**config.mk**
```make
export PLATFORM = sky130hd
export DESIGN_NAME = pixel_depth_writer
export DESIGN_NICKNAME = d
export VERILOG_FILES = /design/src/rtl/pixel_depth_writer.sv
export SDC_FILE = /design/constraint.sdc
export NUM_CORES = 1
export LEC_CHECK = 0
export BUFFER_PORTS_ARGS = -buffer_cell sky130_fd_sc_hd__buf_2
export CAP_MARGIN = 20
export CORE_UTILIZATION = 47
export DETAILED_ROUTE_END_ITERATION = 10
export GPL_ROUTABILITY_DRIVEN = 0
export PLACE_DENSITY = 0.77
export SYNTH_ARGS = -nofsm -noshare
export SYNTH_HDL_FRONTEND = slang
export SYNTH_SLANG_ARGS = --single-unit
```
**constraint.sdc**
```tcl
create_clock -name clk -period 4.5 [get_ports clk]
set_input_delay 0.45 -clock clk [delete_from_list [all_inputs] [get_ports clk]]
set_output_delay 0.45 -clock clk [all_outputs]
set_load 0.01 [all_outputs]
```
**src/rtl/pixel_depth_writer.sv**
```systemverilog
// Depth-tested pixel writer with a one-cycle read/compare/write pipeline
// and a sequenced framebuffer/depth clear.
module pixel_depth_writer #(
  parameter int unsigned FB_WIDTH    = 160,
  parameter int unsigned FB_HEIGHT   = 120,
  parameter logic [11:0] CLEAR_COLOR = 12'h000
) (
  input  logic        clk,
  input  logic        rst_n,
  input  logic        pixel_valid,
  output logic        pixel_ready,
  input  logic [15:0] pixel_x,
  input  logic [15:0] pixel_y,
  input  logic [11:0] pixel_color,
  input  logic [31:0] pixel_depth,
  input  logic        clear_start,
  output logic        clear_busy,
  output logic        clear_done,
  output logic        z_rd_en,
  output logic [14:0] z_rd_addr,
  input  logic [31:0] z_rd_data,
  output logic        z_wr_en,
  output logic [14:0] z_wr_addr,
  output logic [31:0] z_wr_data,
  output logic        fb_wr_en,
  output logic [14:0] fb_wr_addr,
  output logic [11:0] fb_wr_data,
  output logic [15:0] pass_count,
  output logic [15:0] fail_count,
  output logic [15:0] clip_count
);

  // state    | meaning
  // ST_IDLE  | accepting pixels, sampling clear_start
  // ST_FLUSH | last accepted pixel completes; counters zeroed
  // ST_CLEAR | one clear write per cycle over the whole buffer
  localparam logic [1:0]  ST_IDLE  = 2'd0;
  localparam logic [1:0]  ST_FLUSH = 2'd1;
  localparam logic [1:0]  ST_CLEAR = 2'd2;
  localparam logic [14:0] LAST_ADDR = 15'(FB_WIDTH * FB_HEIGHT - 1);
  localparam logic [31:0] Z_FAR     = 32'h7FFF_FFFF;

  logic [1:0]  state_q, state_d;
  logic [14:0] clear_addr_q, clear_addr_d;
  logic        clear_done_q, clear_done_d;
  logic        r_valid_q;
  logic [14:0] r_addr_q;
  logic [11:0] r_color_q;
  logic [31:0] r_depth_q;
  logic        fwd_valid_q;
  logic [14:0] fwd_addr_q;
  logic [31:0] fwd_data_q;
  logic [15:0] pass_q, pass_d, fail_q, fail_d, clip_q, clip_d;

  logic        accept, in_bounds, depth_pass;
  logic [31:0] lin_addr;
  logic [31:0] stored_depth;

  assign pixel_ready = (state_q == ST_IDLE) && rst_n;
  assign accept      = pixel_valid && pixel_ready;
  assign in_bounds   = (32'(pixel_x) < FB_WIDTH) && (32'(pixel_y) < FB_HEIGHT);
  assign lin_addr    = 32'(pixel_y) * FB_WIDTH + 32'(pixel_x);
  assign z_rd_en     = accept && in_bounds;
  assign z_rd_addr   = lin_addr[14:0];

  // Read-first memory misses last cycle's write; the forward register covers it.
  assign stored_depth = (fwd_valid_q && (fwd_addr_q == r_addr_q)) ? fwd_data_q : z_rd_data;
  assign depth_pass   = $signed(r_depth_q) < $signed(stored_depth);

  assign clear_busy = (state_q != ST_IDLE);
  assign clear_done = clear_done_q;
  assign pass_count = pass_q;
  assign fail_count = fail_q;
  assign clip_count = clip_q;

  always_comb begin
    z_wr_en    = 1'b0;
    z_wr_addr  = r_addr_q;
    z_wr_data  = r_depth_q;
    fb_wr_en   = 1'b0;
    fb_wr_addr = r_addr_q;
    fb_wr_data = r_color_q;
    if (state_q == ST_CLEAR) begin
      z_wr_en    = 1'b1;
      z_wr_addr  = clear_addr_q;
      z_wr_data  = Z_FAR;
      fb_wr_en   = 1'b1;
      fb_wr_addr = clear_addr_q;
      fb_wr_data = CLEAR_COLOR;
    end else if (r_valid_q && depth_pass) begin
      z_wr_en  = 1'b1;
      fb_wr_en = 1'b1;
    end
  end

  always_comb begin
    state_d      = state_q;
    clear_addr_d = clear_addr_q;
    clear_done_d = 1'b0;
    case (state_q)
      ST_IDLE:  if (clear_start) state_d = ST_FLUSH;
      ST_FLUSH: begin
        state_d      = ST_CLEAR;
        clear_addr_d = '0;
      end
      ST_CLEAR: begin
        if (clear_addr_q == LAST_ADDR) begin
          state_d      = ST_IDLE;
          clear_done_d = 1'b1;
          clear_addr_d = '0;
        end else begin
          clear_addr_d = clear_addr_q + 15'd1;
        end
      end
      default: state_d = ST_IDLE;
    endcase
  end

  always_comb begin
    pass_d = pass_q;
    fail_d = fail_q;
    clip_d = clip_q;
    if (r_valid_q && depth_pass)  pass_d = pass_q + 16'd1;
    if (r_valid_q && !depth_pass) fail_d = fail_q + 16'd1;
    if (accept && !in_bounds)     clip_d = clip_q + 16'd1;
    // Zeroing wins over the flushed pixel's own statistic.
    if (state_q == ST_FLUSH) begin
      pass_d = '0;
      fail_d = '0;
      clip_d = '0;
    end
  end

  always_ff @(posedge clk or negedge rst_n) begin
    if (!rst_n) begin
      state_q      <= ST_IDLE;
      clear_addr_q <= '0;
      clear_done_q <= 1'b0;
      r_valid_q    <= 1'b0;
      r_addr_q     <= '0;
      r_color_q    <= '0;
      r_depth_q    <= '0;
      fwd_valid_q  <= 1'b0;
      fwd_addr_q   <= '0;
      fwd_data_q   <= '0;
      pass_q       <= '0;
      fail_q       <= '0;
      clip_q       <= '0;
    end else begin
      state_q      <= state_d;
      clear_addr_q <= clear_addr_d;
      clear_done_q <= clear_done_d;
      r_valid_q    <= accept && in_bounds;
      r_addr_q     <= lin_addr[14:0];
      r_color_q    <= pixel_color;
      r_depth_q    <= pixel_depth;
      fwd_valid_q  <= z_wr_en;
      fwd_addr_q   <= z_wr_addr;
      fwd_data_q   <= z_wr_data;
      pass_q       <= pass_d;
      fail_q       <= fail_d;
      clip_q       <= clip_d;
    end
  end

endmodule
```
==> impl_results.md <==
* Outcome: complete, no violations
* Async set-reset flop share out of synthesis at 1.00
* Clock buffer depth at 2
* R2R cell count at 17
* Design area at 0.0107 sq mm
* Setup TNS at 0 ns
* Leak Pwr at 0.00520 uW
* Max frequency at 231 MHz
* Seq/Total Area, Yosys at 0.509
* Area after DPL at 0.00996 sq mm
* DP HPWL at 15300 microns
* Post-DR wirelength/cell at 16.3 microns
* Largest area contributor in the netlist: dfrtp_1
* Die area at 0.0187 sq mm
* Met3 routed wirelength at 1410 microns
* Max_slew headroom at 0.435
* CP max FO at 6
* Vias in the first global route at 6313
* CTS tree: built
* CP endpoint kind: output pin
* Clk_lat worst skew at 0.41 ns
* Cells after synthesis at 777
* Clock Sinks at 174
* Synth top area cells: dfrtp_1 (51%), ha_1 (8.9%), xnor2_1 (4.8%)
* Synthesized flop and latch total at 174
* Top routing layer used: met4
* Type of origin of the critical path: register
* Area Overhead vs Synth at 25.1%
* Initial Utilization at 0.488
* Drt first pass iters at 4
* Post-synth EDFFs at 0
* Syn_area_per_cell at 11.0 sq um
* Final setup fails at 0
* Met2 Routed Length at 10300 microns
* # H-tree levels at 4
* DR vias/cell at 5.17
* Num rows at 48
* MaxCap Viol Count at 0
* Die W at 137 microns
* IO Port Bufs at 254
* GRT Resource Usage Total at 0.221
* Synth unique cells at 47
* Top-count cell post-synth: dfrtp_1
* FF-to-FF Start: fwd_addr_q[1]
* Slowest CP cell: dfrtp_1
* Pwr/cell area at 444 mW/mm^2
* Die height at 137 microns
* RSZ-0062 raised after global routing: yes
* Share of the synthesized area in the top cell type at 0.509
* Cell mode on critical path: buf_4
* Final slew viol count at 0
* Cts bufs inserted at 17
* Max IR drop VDD at 0.365 mV
* Core area at 0.0175 sq mm
* Worst Tran Pin Value at 0.848 ns
* Final Hold Vio Count at 0
* Critical path's largest stage delay at 0.37 ns
* Synthesized Nets at 952
* Largest net degree at the start of global routing at 70
* Cells along the critical path: xnor2_1, nand4_1, nor4_4, buf_4, buf_12, buf_8, mux2i_1, ha_1, a21oi_2, a31oi_1, o311ai_2, a32oi_1, a31o_2, o21ai_2, buf_4, buf_6
* Top-Level Pins at 255
* Worst Clk Skew at 0.0104 ns
* Final nets at 1202
* DR DRC count at 0
* Root Buffer: clkbuf_16
* Critical path class: register to output pin
* Grt ovf at 0
* Min-Delay Path Class: input port to async pin
* First-pass GRT wire length at 31400 microns
* Critical path launch point: fwd_addr_q[1]
* Initial detailed-routing violation count at 352
* Worst EP arrival at 3.87 ns
* Final worst path period share at 0.961
* Reg2reg end: fail_count[14]
* Met1 Routed Length at 8710 microns
* Clock slew at reported path FFs at 0.07 ns
* Post-Route WL at 20600 microns
* Routed Antenna Nets at 0
* CP Data Required Time at 4.05 ns
* Top cells by count, synth: dfrtp_1 (174), nor2_1 (72), ha_1 (61), xnor2_1 (47)
* Main flop type after synthesis: dfrtp_1
* Layout cells sized above 1 at 0.353
* Reg2reg setup slack at 0.32 ns
* Minimum clock period after layout at 4.32 ns
* Hold-fix buffers at CTS at 0
* Antenna violations before repair at 0
* Via count at 6544
* Yosys Warn Count at 0
* CP Capture Point: fb_wr_en
* Cell Area, Synth at 0.00855 sq mm
==> cells by family (layout without fill, tap and decap cells) <==
logic type | Yosys count | count (layout) | synth area share
fa+ha+maj | 63 | 63 | 0.0940
simple gates | 263 | 263 | 0.158
xor+xnor | 80 | 80 | 0.0820
other cells | 0 | 1 | 0
flops | 174 | 174 | 0.509
compound gates | 73 | 73 | 0.0517
mux | 52 | 52 | 0.0637
buf+inv | 72 | 335 | 0.0413
==> power by group <==
| part | internal [uW] | leakage (uW) | switching (uW) |
|---|---|---|---|
| sequential | 1760 | 0.00217 | 103 |
| combinational | 599 | 0.00274 | 820 |
| clock | 840 | 0.000283 | 619 |
==> state kept, by name (all words and copies together), names as in the netlist <==
| name | cells |
|---|---|
| r_addr_q | 15 |
| r_valid_q | 1 |
| clear_done | 1 |
| r_color_q | 12 |
| fwd_data_q | 32 |
| clear_addr_q | 15 |
| fail_count | 16 |
| clip_count | 16 |
| pass_count | 16 |
| fwd_addr_q | 15 |
| state_q | 2 |
| r_depth_q | 32 |
| fwd_valid_q | 1 |
==> stage by stage <==
step	cells	utilization	worst slack, ns	hold slack, ns	power [uW]
3_3_place_gp	1223	0.568	0.441	0.461	3280
6_report	1266	0.610	0.175	0.0151	4740
3_5_place_dp	1223	0.568	0.337	0.467	3300
4_1_cts	1258	0.605	0.0359	0.0276	4790
2_1_floorplan	777	-	0.0749	0.154	2800
5_1_grt	1265	0.610	-0.0630	0.0384	5010
==> critical path, delay by kind of cell (launching register included) <==
family          cells  cell delay [ns]
mux                 1             0.20
simple gates        2             0.52
compound gates      6             1.21
flops               1             0.37
xor+xnor            1             0.19
buf+inv             5             0.67
fa+ha+maj           1             0.30
==> how the worst min path moves through the flow <==
stage	from	slack (ns)	depth (start not counted)	to
after CTS	rst_n	0.03	1	fwd_data_q[4]
after global placement	r_depth_q[7]	0.46	1	fwd_data_q[7]
after detailed placement	r_depth_q[7]	0.47	1	fwd_data_q[7]
after floorplan	rst_n	0.15	0	clear_addr_q[0]
after global routing	rst_n	0.04	1	fwd_data_q[6]
final	rst_n	0.02	1	fwd_data_q[6]
==> cells in the final DEF (no fill, tap or decap), drive strengths merged, types with 2 or more instances in the layout <==
cell type  Yosys  routed
a211oi         4       4
a21oi         24      24
nand3         32      32
or3            5       5
nor2          72      72
xnor2         47      47
nor4           9       9
o21ai         23      23
and4           3       3
mux2          19      19
ha            61      61
and2           4       4
a31o           2       2
or2           32      32
nand4         27      27
a21o           6       6
nand2         31      31
clkinv         1       6
xor2          33      33
inv           28      31
mux2i         33      33
clkbuf        19      20
nor2b         16      16
dfrtp        174     174
clkinvlp       0       2
o21bai         3       3
nor3          16      16
and3          10      10
fa             2       2
buf           24     274
bufinv         0       2
nand3b         2       2
==> metal layers <==
metal  vias to the layer above  global-route usage
li1                       3150                   -
met1                      3152               0.271
met2                       227               0.389
met3                        15              0.0567
met4                         0              0.0531
met5                         -                   0
==> final cells by class <==
type	count	area, sq um
Inverter	29	109
Sequential cell	174	4350
Timing Repair Buffer	274	1470
Multi-Input combinational cell	531	3890
Antenna cell	1	2.50
Clock inverter	12	136
Clock buffer	20	447
Fill cell	1400	6850
Tap cell	225	282
==> what timing repair did <==
item,4_1_cts,5_1_grt
pin swaps,3,16
gates cloned,1,0
setup endpoints to repair,2,2
buffers inserted,2,8
gates resized for setup,5,12
Note: power is estimated with default switching activity, not from simulation.
